**config.mk**
```make
export PLATFORM = sky130hd
export DESIGN_NAME = gt_share_arb
export DESIGN_NICKNAME = d
export VERILOG_FILES = /design/src/rtl/gt_share_arb.sv
export SDC_FILE = /design/constraint.sdc
export NUM_CORES = 1
export LEC_CHECK = 0
export BUFFER_PORTS_ARGS = -buffer_cell sky130_fd_sc_hd__buf_2
export CAP_MARGIN = 20
export CORE_MARGIN = 4
export CORE_UTILIZATION = 26
export CTS_CLUSTER_SIZE = 8
export DETAILED_ROUTE_END_ITERATION = 7
export PLACE_DENSITY = 0.44
export SLEW_MARGIN = 25
export SYNTH_ARGS = -nofsm -noshare
export SYNTH_HDL_FRONTEND = slang
export SYNTH_SLANG_ARGS = --single-unit
```
**constraint.sdc**
```tcl
create_clock -name clk -period 1.8 [get_ports clk]
set_input_delay 0.09 -clock clk [delete_from_list [all_inputs] [get_ports clk]]
set_output_delay 0.09 -clock clk [all_outputs]
set_load 0.1 [all_outputs]
```
**src/rtl/gt_share_arb.sv**
```systemverilog
// Round-robin arbiter/sequencer sharing a single 2-bit greater-than comparator
// among NREQ requesters; one compare every three cycles at most.

module gt (
    input  logic [1:0] a,
    input  logic [1:0] b,
    output logic       y
);
    assign y = (a[1] & ~b[1]) | (~(a[1] ^ b[1]) & a[0] & ~b[0]);
endmodule

// state | meaning
// IDLE  | waiting for any req; arbitrates from rr_ptr and captures operands
// CMP   | captured operands on the shared comparator; result registered on exit
// ACK   | ack[gnt_id] and ans valid for this single cycle
module gt_share_arb #(
    parameter  int NREQ = 4,
    localparam int ID_W = $clog2(NREQ)
) (
    input  logic                clk,
    input  logic                rst_n,
    input  logic [NREQ-1:0]     req,
    input  logic [2*NREQ-1:0]   a_in,
    input  logic [2*NREQ-1:0]   b_in,
    output logic [NREQ-1:0]     ack,
    output logic                ans,
    output logic [ID_W-1:0]     gnt_id,
    output logic                busy
);
    typedef enum logic [1:0] {
        IDLE = 2'd0,
        CMP  = 2'd1,
        ACK  = 2'd2
    } state_t;

    localparam logic [ID_W-1:0] LAST_ID = ID_W'(NREQ - 1);

    state_t          state, state_nxt;
    logic [ID_W-1:0] rr_ptr, rr_nxt, gnt_nxt, winner, scan_id;
    logic [1:0]      op_a, op_b, opa_nxt, opb_nxt, a_sel, b_sel;
    logic [NREQ-1:0] ack_nxt;
    logic            found, gt_y, ans_nxt, busy_nxt;

    gt u_gt (
        .a (op_a),
        .b (op_b),
        .y (gt_y)
    );

    // first set req bit at or after rr_ptr, wrapping at NREQ
    always_comb begin
        found   = 1'b0;
        winner  = '0;
        scan_id = '0;
        for (int k = 0; k < NREQ; k++) begin
            if (int'(rr_ptr) + k >= NREQ) begin
                scan_id = ID_W'(int'(rr_ptr) + k - NREQ);
            end else begin
                scan_id = ID_W'(int'(rr_ptr) + k);
            end
            if (!found && req[scan_id]) begin
                found  = 1'b1;
                winner = scan_id;
            end
        end
    end

    always_comb begin
        a_sel = 2'b00;
        b_sel = 2'b00;
        for (int i = 0; i < NREQ; i++) begin
            if (winner == ID_W'(i)) begin
                a_sel = a_in[2*i +: 2];
                b_sel = b_in[2*i +: 2];
            end
        end
    end

    always_comb begin
        state_nxt = state;
        rr_nxt    = rr_ptr;
        gnt_nxt   = gnt_id;
        opa_nxt   = op_a;
        opb_nxt   = op_b;
        ack_nxt   = '0;
        ans_nxt   = 1'b0;
        busy_nxt  = busy;
        case (state)
            IDLE: begin
                if (found) begin
                    state_nxt = CMP;
                    opa_nxt   = a_sel;
                    opb_nxt   = b_sel;
                    gnt_nxt   = winner;
                    rr_nxt    = (winner == LAST_ID) ? '0 : winner + ID_W'(1);
                    busy_nxt  = 1'b1;
                end
            end
            CMP: begin
                state_nxt       = ACK;
                ans_nxt         = gt_y;
                ack_nxt[gnt_id] = 1'b1;
            end
            ACK: begin
                state_nxt = IDLE;
                busy_nxt  = 1'b0;
            end
            default: begin
                state_nxt = IDLE;
                busy_nxt  = 1'b0;
            end
        endcase
    end

    always_ff @(posedge clk or negedge rst_n) begin
        if (!rst_n) begin
            state  <= IDLE;
            rr_ptr <= '0;
            gnt_id <= '0;
            op_a   <= 2'b00;
            op_b   <= 2'b00;
            ack    <= '0;
            ans    <= 1'b0;
            busy   <= 1'b0;
        end else begin
            state  <= state_nxt;
            rr_ptr <= rr_nxt;
            gnt_id <= gnt_nxt;
            op_a   <= opa_nxt;
            op_b   <= opb_nxt;
            ack    <= ack_nxt;
            ans    <= ans_nxt;
            busy   <= busy_nxt;
        end
    end
endmodule
```
After elaboration in Yosys (flattened, before gate mapping)
Cells that the tools add are included.
{"block": "word_totals", "wordCells": 88, "regBits": 16, "output_inout_bits": 8, "in_bits": 22}
{"block": "op_classes", "n_addsub": 8, "n_eq_ne": 5, "n_reduce_logical": 11, "n_bitwise": 9, "n_mux": 37, "order_cmp": 10}
{"op": "2-to-1 mux 2 bit", "count": 18}
{"op": "less-than comparator 2 x 3 -> 1 bit, second input constant", "count": 5}
{"op": "2-to-1 mux 1 bit", "count": 11}
{"op": ">= comparator 3 bit, second input constant", "count": 3}
{"op": "binary-select mux 1 bit (select 2 bit)", "count": 4}
{"op": "subtractor 2 x 1 -> 2 bit, second input constant", "count": 4}
{"op": "adder 2 x 2 -> 3 bit, second input constant", "count": 2}
{"op": "== test 2 x 1 -> 1 bit, second input constant", "count": 2}
{"op": "== test 2 bit, second input constant", "count": 2}
{"op": "logical AND 1 bit", "count": 4}
{"op": "zero test 2 bit", "count": 2}
{"op": "2-to-1 mux 4 bit", "count": 1}
{"op": "NOT 1 bit", "count": 4}
{"op": "one-hot mux 2 bit (2 select lines)", "count": 1}
{"op": "AND reduction 2 bit", "count": 2}
{"op": "adder 2 x 1 -> 3 bit, second input constant", "count": 1}
{"op": "bitwise AND 1 bit", "count": 3}
{"op": ">= comparator 2 x 3 -> 1 bit, second input constant", "count": 1}
{"op": "zero test 1 bit", "count": 3}
{"op": "adder 2 x 1 -> 2 bit, second input constant", "count": 1}
{"op": "demux 1 bit (select 2 bit)", "count": 1}
{"op": ">= comparator 2 x 1 -> 1 bit, second input constant", "count": 1}
{"op": "!= test 2 bit, second input constant", "count": 1}
{"op": "one-hot mux 1 bit (2 select lines)", "count": 1}
{"op": "other kinds (2)", "count": 2}

Depth between registers and ports, before layout
Gate-level depths: netlist of the first run.
{"block": "logic_depth", "depth_word": 19, "depth_mapped": 8, "mapped_depth_nobuf": 7}

By module
From an unflattened synthesis of the first run, not the netlist that was laid out.
{"block": "hier_totals", "cells_unflattened": 93, "hier_area_um2": 905.9}
{"module": "gt_share_arb", "area_per_inst_um2": 878.3, "seq_area_each_um2": 400.4, "cells_per_inst": 89, "instances": 1}
{"module": "gt", "area_per_inst_um2": 27.5, "seq_area_each_um2": 0.0, "cells_per_inst": 4, "instances": 1}

Worst setup path after synthesis of the first run
No wires, ideal clock.
{"block": "synth_timing", "path_type": "reg2reg", "start": "register rr_ptr[0]", "end": "register op_a[1]", "t_arrival_ns": 1.829, "n_path_buf": 1, "stages_incl_launch_ff": 9, "required_ns": 1.718, "setup_slack_ns": -0.111, "synth_period_minus_slack_ns": 1.911, "setup_ns": 0.082, "cell_sequence": "dfrtp_1 and3b_2 a31oi_1 and3_1 ha_1 buf_1 a21oi_1 a221o_1 a31oi_1"}
{"block": "synth_via", "elab_chain_cells": 19, "elab_cells_between_ends": 46, "cone_classes": "7 x add/sub; 4 x order compare; 3 x eq/ne; 24 x mux; 8 x reduce/logical"}
{"item": "from (decl)", "line": "39", "rtl": "logic [ID_W-1:0] rr_ptr, rr_nxt, gnt_nxt, winner, scan_id;"}
{"item": "from (signal assigned)", "line": "127", "rtl": "rr_ptr <= rr_nxt;"}
{"item": "parallel branches: the longest is 13 deep, another holds adder 2 x 1 -> 3 bit"}
{"item": "2-to-1 mux 2 bit (*)", "line": "61", "rtl": "if (!found && req[scan_id]) begin"}
{"item": "via winner[1]", "line": "39"}
{"item": "zero test 2 bit", "line": "72", "rtl": "if (winner == ID_W'(i)) begin"}
{"item": "2-to-1 mux 2 bit (3 in series)", "line": "72"}
{"item": "2-to-1 mux 2 bit (*)", "line": "72"}
{"item": "to (signal assigned)", "line": "129", "rtl": "op_a <= opa_nxt;"}
{"item": "to (decl)", "line": "40", "rtl": "logic [1:0] op_a, op_b, opa_nxt, opb_nxt, a_sel, b_sel;"}
Mark *: on every way through the listed nets, which the timed path passes. The select of a mux whose other input is x is not followed.
A chain may end at the register's enable or synchronous reset.

Worst setup path after layout of the first run
{"block": "layout_timing", "start": "register rr_ptr[0]", "end": "register op_b[0]"}
{"block": "layout_via", "elab_chain_cells": 19, "elab_cells_between_ends": 46, "cone_classes": "7 x add/sub; 4 x order compare; 3 x eq/ne; 24 x mux; 8 x reduce/logical"}
{"item": "parallel branches: the longest is 19 deep, another holds adder 2 x 1 -> 3 bit"}
{"item": "to (signal assigned)", "line": "130", "rtl": "op_b <= opb_nxt;"}
{"item": "to (decl)", "line": "40"}
Several ways; the timed one is not identified. The select of a mux whose other input is x is not followed.

==> run summary, run 1 <==
The run finished, with violations left. The checks that failed: setup timing. The worst setup path is captured at a register. In this run the count of I/O pins placed on the die edge is 30. After routing the design area is 1290 um^2.

A synthesized cell averages 9.55 um^2. The final count of pins violating max slew was 0; the synthesized flop and latch total was 16. In the final timing run, aggregate negative setup slack is -0.404 ns. The critical path goes through and3b_2, a31oi_4, nand3_2, ha_4, nand3b_1, a221o_1, a31oi_1. Die width: 67.1 um. The root cell of the clock tree was clkbuf_4. The critical path runs through a total of 7 cells.

The run gives 2.11 ns as the critical path arrival. The largest individual stage delay along the critical path comes from the cell dfrtp_1. At the pin with the least slew margin, the transition time is 0.488 ns. In the final layout, the multi-input gates occupy 519 um^2. Overall power consumption: 0.00233 W. The worst register-to-register path ends at op_b[0]$_DFFE_PN0P_. TritonCTS built the clock tree. In this run the cell area of the synthesized design comes to 907 um^2. The register clock-pin slew on the reported worst setup and hold paths is 0.10 ns, and the share of the core filled with cells is 38.2%. The sequential cells in the finished layout cover a total of 400 um^2. The initial antenna violation count was 0. Fill cells in the final layout number 385. The setup violation total in the final timing report was 4; the data required time of the critical path was 2.00 ns. The worst pin sits at a relative slew slack of 67.7%. The layout overhead on the synthesized area is 41.8%, and the gate count of the mapped netlist is 95.

The number of routed nets with antenna violations was 0; the hold violation count in the final report was 0. The fmax was 523 MHz. In this design, the stage delay of the slowest critical-path cell is 0.45 ns. The cell area power density is 1810 nW/um^2.

In this run, the number of DRC markers left after iteration 0 of detailed routing was 45. Count of H-tree levels built during CTS: 1. The worst setup path endpoint was op_b[0]$_DFFE_PN0P_. The critical path starts at rr_ptr[0]$_DFFE_PN0P_.

Summed over all layers, the routed wires come to 2.28 mm. 0 antenna diodes ended up in the layout. The post-detailed-placement half-perimeter wirelength is 1.66 mm, and the later-pin clock latency in the skew report is 0.28 ns. For this run, the total global-route usage over all layers was measured as 11.5%.

The run gives 2 as the maximum clock path buffer count. In the final layout, the share of cells above drive strength 1 is 45.3%. In the routed layout, each cell is associated on average with a via count of 4.64.

The setup path with the least slack is of type register to register. CTS saw 16 sinks. The largest net degree at the start of global routing was 17.

The launching element type of the critical path was a register. The reported max-cap violation count was 0. In this run the register-to-register setup slack is -0.11 ns. Global routing finished with a remaining overflow of 0. For the number of nets in the layout, the log shows 166. The top cell types in the final layout, fill and taps aside, are 29 x buf_2, 16 x dfrtp_1, 12 x buf_4. Counting every net in the synthesized netlist gives 122.

The peak ir drop on the vdd network came out at 445 uV. Largest fanout on the critical path: 7. In the routed design, unresolved DRC markers number 0.

TritonCTS created 3 clock buffers. The initial utilization of the core area, before any placement, comes to 27.0%. The global-route wire length before repair is 3.92 mm, and the leakage power figure is 0.646 nW. Via count of the first global-routing pass: 848. Yosys printed 0 warnings. The critical path contains buffers and inverters numbering 0 combined. The number of cells on the worst reg-to-reg path is 7. The first TritonRoute pass finished after 4 iterations. The worst path uses 106% of the clock period. The die covers 4500 um^2. The worst register-to-register path begins at rr_ptr[0]$_DFFE_PN0P_.

The logs give -0.111 ns for the final worst slack and 0.707 for the routability-driven placement congestion ratio. The floorplan die height came out at 67.1 um. Setup repair after global routing could not meet its margin everywhere.

After floorplanning, the core was sized to cover 3360 um^2. Among cell families on the critical path, the largest total delay comes from compound AO/OA/AOI/OAI gates. Counting distinct cell types in the post-synthesis netlist gives 28. The total via count after detailed routing was 850.

The worst hold path class is primary input to register. On the final layout, the worst clock skew is 0.0153 ns. The detailed-route wire length per cell works out to 12.5 um. The worst path in the final design needs a cycle of 1.91 ns, including I/O delays and setup. In this run the cell area measured after placement is 1170 um^2. The number of cell rows was 21. The library cell used most frequently in the layout, excluding fill and tap cells, is buf_2. In this run the tool buffered the top-level ports with 29 buffer cells. Of the synthesized area, sequential elements account for 44.1%.
stage by stage:
step | cells | setup slack, ns | hold WS (ns)
floorplan | 95 | 0.00982 | -0.206
global placement | 176 | -0.139 | 0.0268
detailed placement | 176 | -0.136 | 0.0320
CTS | 182 | -0.0856 | 0.0551
global route | 183 | -0.256 | 0.0574
finish | 183 | -0.111 | 0.0654
layer usage:
| layer | track usage [%] | part of all wire [%] | wire length (um) | vias to the layer above |
|---|---|---|---|---|
| li1 | - | - | - | 432 |
| met1 | 13.3 | 45 | 1020 | 392 |
| met2 | 19.9 | 48 | 1090 | 24 |
| met3 | 3.88 | 6.7 | 153 | 2 |
| met4 | 3.04 | 0.48 | 11 | 0 |
| met5 | 0 | 0 | 0 | - |
cell type report:
type	count	area share [%]
sequential	16	31.1
timing repair buffer	42	19.1
clock buffer	3	1.75
multi-input combinational	65	40.4
inverter	11	3.21
tap	46	4.47
where the power goes:
part | switching, W | internal, W
registers | 0.000107 | 0.000516
logic | 0.000971 | 0.000546
clock network | 0.000112 | 0.0000775
total | 0.00119 | 0.00114
cell families after synthesis:
kind of cell / Yosys count / share of synthesized area (%)
AOI/OAI and AO/OA: 29 / 21.7
adders and majority gates: 5 / 6.90
muxes: 1 / 1.24
buffers and inverters: 14 / 6.62
DFF: 16 / 44.1
and+or+nand+nor: 30 / 19.4
repair_timing:
| action | 4_1_cts | 5_1_grt |
|---|---|---|
| pin swaps | 0 | 3 |
| hold buffers | 1 | 0 |
| gates resized for setup | 11 | 2 |
| setup buffers | 2 | 1 |
| endpoints found under the hold margin | 16 | 0 |
| endpoints found under the setup margin | 4 | 4 |
worst min-delay path by stage:
stage / slack, ns / start / cells past startpoint / endpoint
after CTS: 0.06 / b_in[6] / 3 / op_b[0]$_DFFE_PN0P_
after floorplan: -0.21 / rst_n / 0 / ack[0]$_DFF_PN0_
final: 0.07 / b_in[6] / 3 / op_b[0]$_DFFE_PN0P_
after global routing: 0.06 / b_in[6] / 3 / op_b[0]$_DFFE_PN0P_
after global placement: 0.03 / rst_n / 1 / busy$_DFFE_PN0P_
after detailed placement: 0.03 / rst_n / 1 / busy$_DFFE_PN0P_
cells in the mapped netlist:
master,number,area share [%]
and3_1,3,2.1
dfrtp_1,16,44
nor3_1,1,0.55
mux2_2,1,1.2
a31oi_1,7,4.8
nor3b_1,1,0.83
nand2b_1,2,1.4
nand2_1,6,2.5
nor2_1,5,2.1
a221o_1,4,4.4
a21boi_0,1,0.83
inv_2,1,0.41
or4_4,1,1.2
inv_1,10,4.1
nand3b_1,5,4.1
nand2_4,1,1.2
o211a_1,1,1.1
ha_1,5,6.9
buf_1,2,0.83
nand3_1,3,1.7
and3b_2,1,1.1
a21o_2,1,0.97
o21ai_0,3,1.7
buf_6,1,1.2
nor2b_1,1,0.69
a41o_1,1,1.1
a32o_2,1,1.2
a21oi_1,10,5.5
worst min-delay path, cell delays in order:
cell	delay (ns)
buf_2	0.10
nand2_1	0.05
a31oi_1	0.07
registers in the layout (all words and copies together) (netlist names):
signal,cells
gnt_id,2
op_b,2
state,2
op_a,2
ack,4
busy,1
rr_ptr,2
ans,1
Note: power is estimated with default switching activity, not from simulation.
==> inputs of run 2 (changes only) <==
--- a/config.mk
+++ b/config.mk
@@ -8,10 +8,10 @@
 export BUFFER_PORTS_ARGS = -buffer_cell sky130_fd_sc_hd__buf_2
 export CAP_MARGIN = 20
 export CORE_MARGIN = 4
-export CORE_UTILIZATION = 26
+export CORE_UTILIZATION = 44
 export CTS_CLUSTER_SIZE = 8
 export DETAILED_ROUTE_END_ITERATION = 7
-export PLACE_DENSITY = 0.44
+export PLACE_DENSITY = 0.7
 export SLEW_MARGIN = 25
 export SYNTH_ARGS = -nofsm -noshare
 export SYNTH_HDL_FRONTEND = slang
==> run 2 against run 1 <==
Compared with the run above: the run still ends with setup timing left; first-iteration DRC count fell by 53%; sequential share of layout area fell by 0.71 points; hold slack got worse by 0.0087 ns; combinational power rose by 4%; cell area rose by 2.3%; die area fell by 37%; wire length fell by 2.9%; total power rose by 4.6%; critical path depth did not move; worst setup slack improved by 0.034 ns; utilization rose by 29 points; largest cell class unchanged.
==> run summary, run 2 (synthesis gave the netlist of run 1 again) <==
The via density per instance came out at 5.28 (+14%). The number of design rule violations left after detail routing was 0 (unchanged). The slowest cell on the critical path is dfrtp_1. The run gives 169 (+1.8%) as the number of nets in the layout.

The cell count after placement was 157 (-11%). The logs give 1960 um^2 (-42%) for the standard cell core area and 0 (unchanged) for the hold violation count in the final report. The count of H-tree levels built during CTS is 1 (unchanged), and the cell area power density is 1850 nW/um^2 (+2.2%).

The initial antenna violation count is 0 (unchanged). The fraction of layout cells with a size suffix above 1 is 46.1% (+0.84 points), and the data required time of the critical path is 2.01 ns (about the same). For hold timing, the worst endpoint is op_a[1]$_DFFE_PN0P_. For the post-route non-filler standard cell count, the log shows 168 (-8.2%). The checks that failed: setup timing.

The run gives 2 (unchanged) as the maximum clock path buffer count. The fmax was 533 MHz (+1.8%); the setup slack of the worst register-to-register path was -0.08 ns (+0.03 ns). Traced cell by cell, the critical path runs through and3b_2, a31oi_4, nand3_4, ha_4, nand3b_1, a221o_1, a31oi_1.

The run finished, with violations left. The total via count after detailed routing came out at 887 (+4.4%). The largest fanout on the critical path is 8 (+1). The fraction of the cycle the final worst path needs is 104% (-1.9 points). The number of routed nets with antenna violations was 0 (unchanged); the total grt overflow was 0 (unchanged). The run gives 16 (-24%) as the number of cell rows. The register clock-pin slew on the reported worst setup and hold paths was 0.10 ns (about the same); the cell depth of the worst flop-to-flop path was 7 (unchanged).

The logs give 25.5% (-1.2 points) for the register share of total power and 0 (unchanged) for the reported max-cap violation count. The die width is 53.4 um (-20%), and the routability-driven placement congestion ratio is 0.799 (+13%). The leakage power figure came out at 0.668 nW (+3.5%). The critical path class is register to register. The tools report the total global routing track utilization as 16.9% (+5.4 points). The largest net degree at the start of global routing was 17 (unchanged); the total net switching power was 0.00122 W (+2.2%).

The time the worst path needs with I/O delays and setup was 1.88 ns (-0.0341 ns); the detailed-route wire length per cell was 13.2 um (+5.8%). The total of buffers placed on input and output ports was 29 (unchanged); the design internal power was 0.00122 W (+7.1%). For the final worst slack, the log shows -0.0769 ns (+0.0341 ns). The final count of pins violating max slew was 0 (unchanged). The startpoint identified for the worst hold timing path is a_in[7]. Compared with the post-synthesis result, the final layout area differs by 45.1%. For the number of CTS-inserted buffers, the log shows 3 (unchanged). Among cell families on the critical path, the largest total delay comes from compound AO/OA/AOI/OAI gates. The tools report the number of clock sinks as 16 (unchanged).

The clock network fraction of design power is 9.7% (+1.6 points), and the net switching fraction of the power is 49.9% (-1.2 points). The overall die area is 2850 um^2 (-37%). The final wirelength was 2.21 mm (-2.9%). The run gives 67.1% (+29 points) as the share of the core filled with cells. The worst register-to-register path begins at rr_ptr[0]$_DFFE_PN0P_. The library cells used most frequently in the layout, excluding fill and tap cells, are 29 x buf_2, 16 x dfrtp_1, 14 x buf_4.

Iteration count of the initial detailed-routing pass: 4 (unchanged). The I/O pin total was 30 (unchanged); the post-detailed-placement half-perimeter wirelength was 1.54 mm (-7.2%). Setup repair after global routing could not meet its margin everywhere.

The via count of the first global-routing pass is 879 (+3.7%), and the cell count of the worst hold path is 3 (unchanged). The critical path arrival was 2.09 ns (-0.02 ns). The run gives 0 (unchanged) as the number of antenna diodes. STA classifies the critical path endpoint as a register.

The transition time at the pin with the least slew margin is 0.486 ns (-0.00201 ns). The later-pin clock latency in the skew report is 0.29 ns (about the same), and the starting density of the core is 46.2% (+19 points). For the detailed router's first-iteration violation count, the log shows 21 (-53%). The floorplan die height was 53.4 um (-20%).

The run gives 0.00551 ns (-0.00984 ns) as the maximum clock skew at final layout. Register with the most flip-flops: ack. Delay of the slowest cell on the worst path: 0.43 ns (-0.02 ns). The worst hold path belongs to the class primary input to register. Capture instance of the worst register-to-register path: op_a[1]$_DFFE_PN0P_.

The launching element type of the critical path was a register. Combinational share of power: 64.9% (-0.2 points). The root cell of the clock tree is clkbuf_4.

The tools report the filler cell count in the final layout as 168 (-56%). The run gives 4 (unchanged) as the setup violation total in the final timing report. Relative slew slack: 67.8% (+0.13 points).

The most frequent standard cell in the layout excluding fill and tap cells was buf_2. The flip-flop count of the largest register after layout came out at 4 (unchanged). Global-route wire length before repair: 3.57 mm (-8.8%). Peak ir drop on the vdd network: 1100 uV (+150%). TritonCTS built the clock tree.

The count of buffering cells on the critical path with inverters included came out at 0 (unchanged).
-- run 2: changes by cell type in the layout (fill, tap and decap cells not counted) --
| cell | before | now |
|---|---|---|
| buf_4 | 12 | 14 |
| buf_6 | 0 | 1 |
| clkbuf_8 | 0 | 1 |
| ha_2 | 1 | 0 |
| ha_4 | 2 | 3 |
| nand3_2 | 2 | 1 |
| nand3_4 | 0 | 1 |
| o21ai_1 | 0 | 1 |
| o21ai_2 | 1 | 0 |
-- run 2: metal layers --
layer	vias to the layer above	part of all wire [%]	wire (um)	global-route usage [%]
met3	4	7.2	159	3.10
met2	42	51	1130	31.4
met5	-	0	0	0
li1	437	-	-	-
met1	404	40	896	19.1
met4	0	1.5	34	5.11
-- run 2: worst max-delay path by stage --
stage,from,endpoint,slack (ns),cells after the start
final,rr_ptr[0]$_DFFE_PN0P_,op_a[1]$_DFFE_PN0P_,-0.08,7
after global routing,rr_ptr[0]$_DFFE_PN0P_,op_a[1]$_DFFE_PN0P_,-0.18,7
after CTS,rr_ptr[0]$_DFFE_PN0P_,op_a[1]$_DFFE_PN0P_,-0.07,7
after detailed placement,rr_ptr[1]$_DFFE_PN0P_,op_a[1]$_DFFE_PN0P_,-0.11,7
after global placement,rr_ptr[1]$_DFFE_PN0P_,op_a[1]$_DFFE_PN0P_,-0.09,7
after floorplan,rr_ptr[0]$_DFFE_PN0P_,op_a[1]$_DFFE_PN0P_,0.01,8
-- run 2: final cells by class --
| cell class | count | area, um^2 | share of cell area [%] |
|---|---|---|---|
| Multi-Input combinational cell | 65 | 533 | 40.5 |
| Clock buffer | 4 | 36.3 | 2.76 |
| Inverter | 11 | 41.3 | 3.14 |
| Tap cell | 27 | 33.8 | 2.57 |
| Sequential cell | 16 | 400 | 30.4 |
| Timing Repair Buffer | 45 | 272 | 20.6 |
-- run 2: metrics by stage --
step	total power (W)	hold WS, ns	area [um^2]	setup WS, ns	setup TNS [ns]
2_1_floorplan	0.00166	-0.206	920	0.00982	0
3_3_place_gp	0.00198	0.0165	1140	-0.0902	-0.282
3_5_place_dp	0.00200	0.0157	1140	-0.114	-0.391
4_1_cts	0.00236	0.0540	1270	-0.0677	-0.201
5_1_grt	0.00259	0.0820	1320	-0.179	-0.672
6_report	0.00244	0.0566	1320	-0.0769	-0.259
-- run 2: power groups by stage --
stage          Sequential, W  Combinational (W)  Clock (W)
3_3_place_gp        0.000620            0.00136          0
4_1_cts             0.000618            0.00150   0.000241
2_1_floorplan        0.00108           0.000585          0
5_1_grt             0.000639            0.00170   0.000256
6_report            0.000620            0.00158   0.000236
3_5_place_dp        0.000630            0.00137          0
-- run 2: repair_timing --
item,CTS,global route
buffers inserted,4,2
endpoints found under the setup margin,4,4
pin swaps,3,8
hold endpoints to repair,16,0
gates resized for setup,11,5
hold buffers,1,0
-- run 2: worst min-delay path: cells and delay by family --
family / cells / cell delay (ns)
buffers and inverters: 1 / 0.10
AOI/OAI and AO/OA: 1 / 0.07
and+or+nand+nor: 1 / 0.05
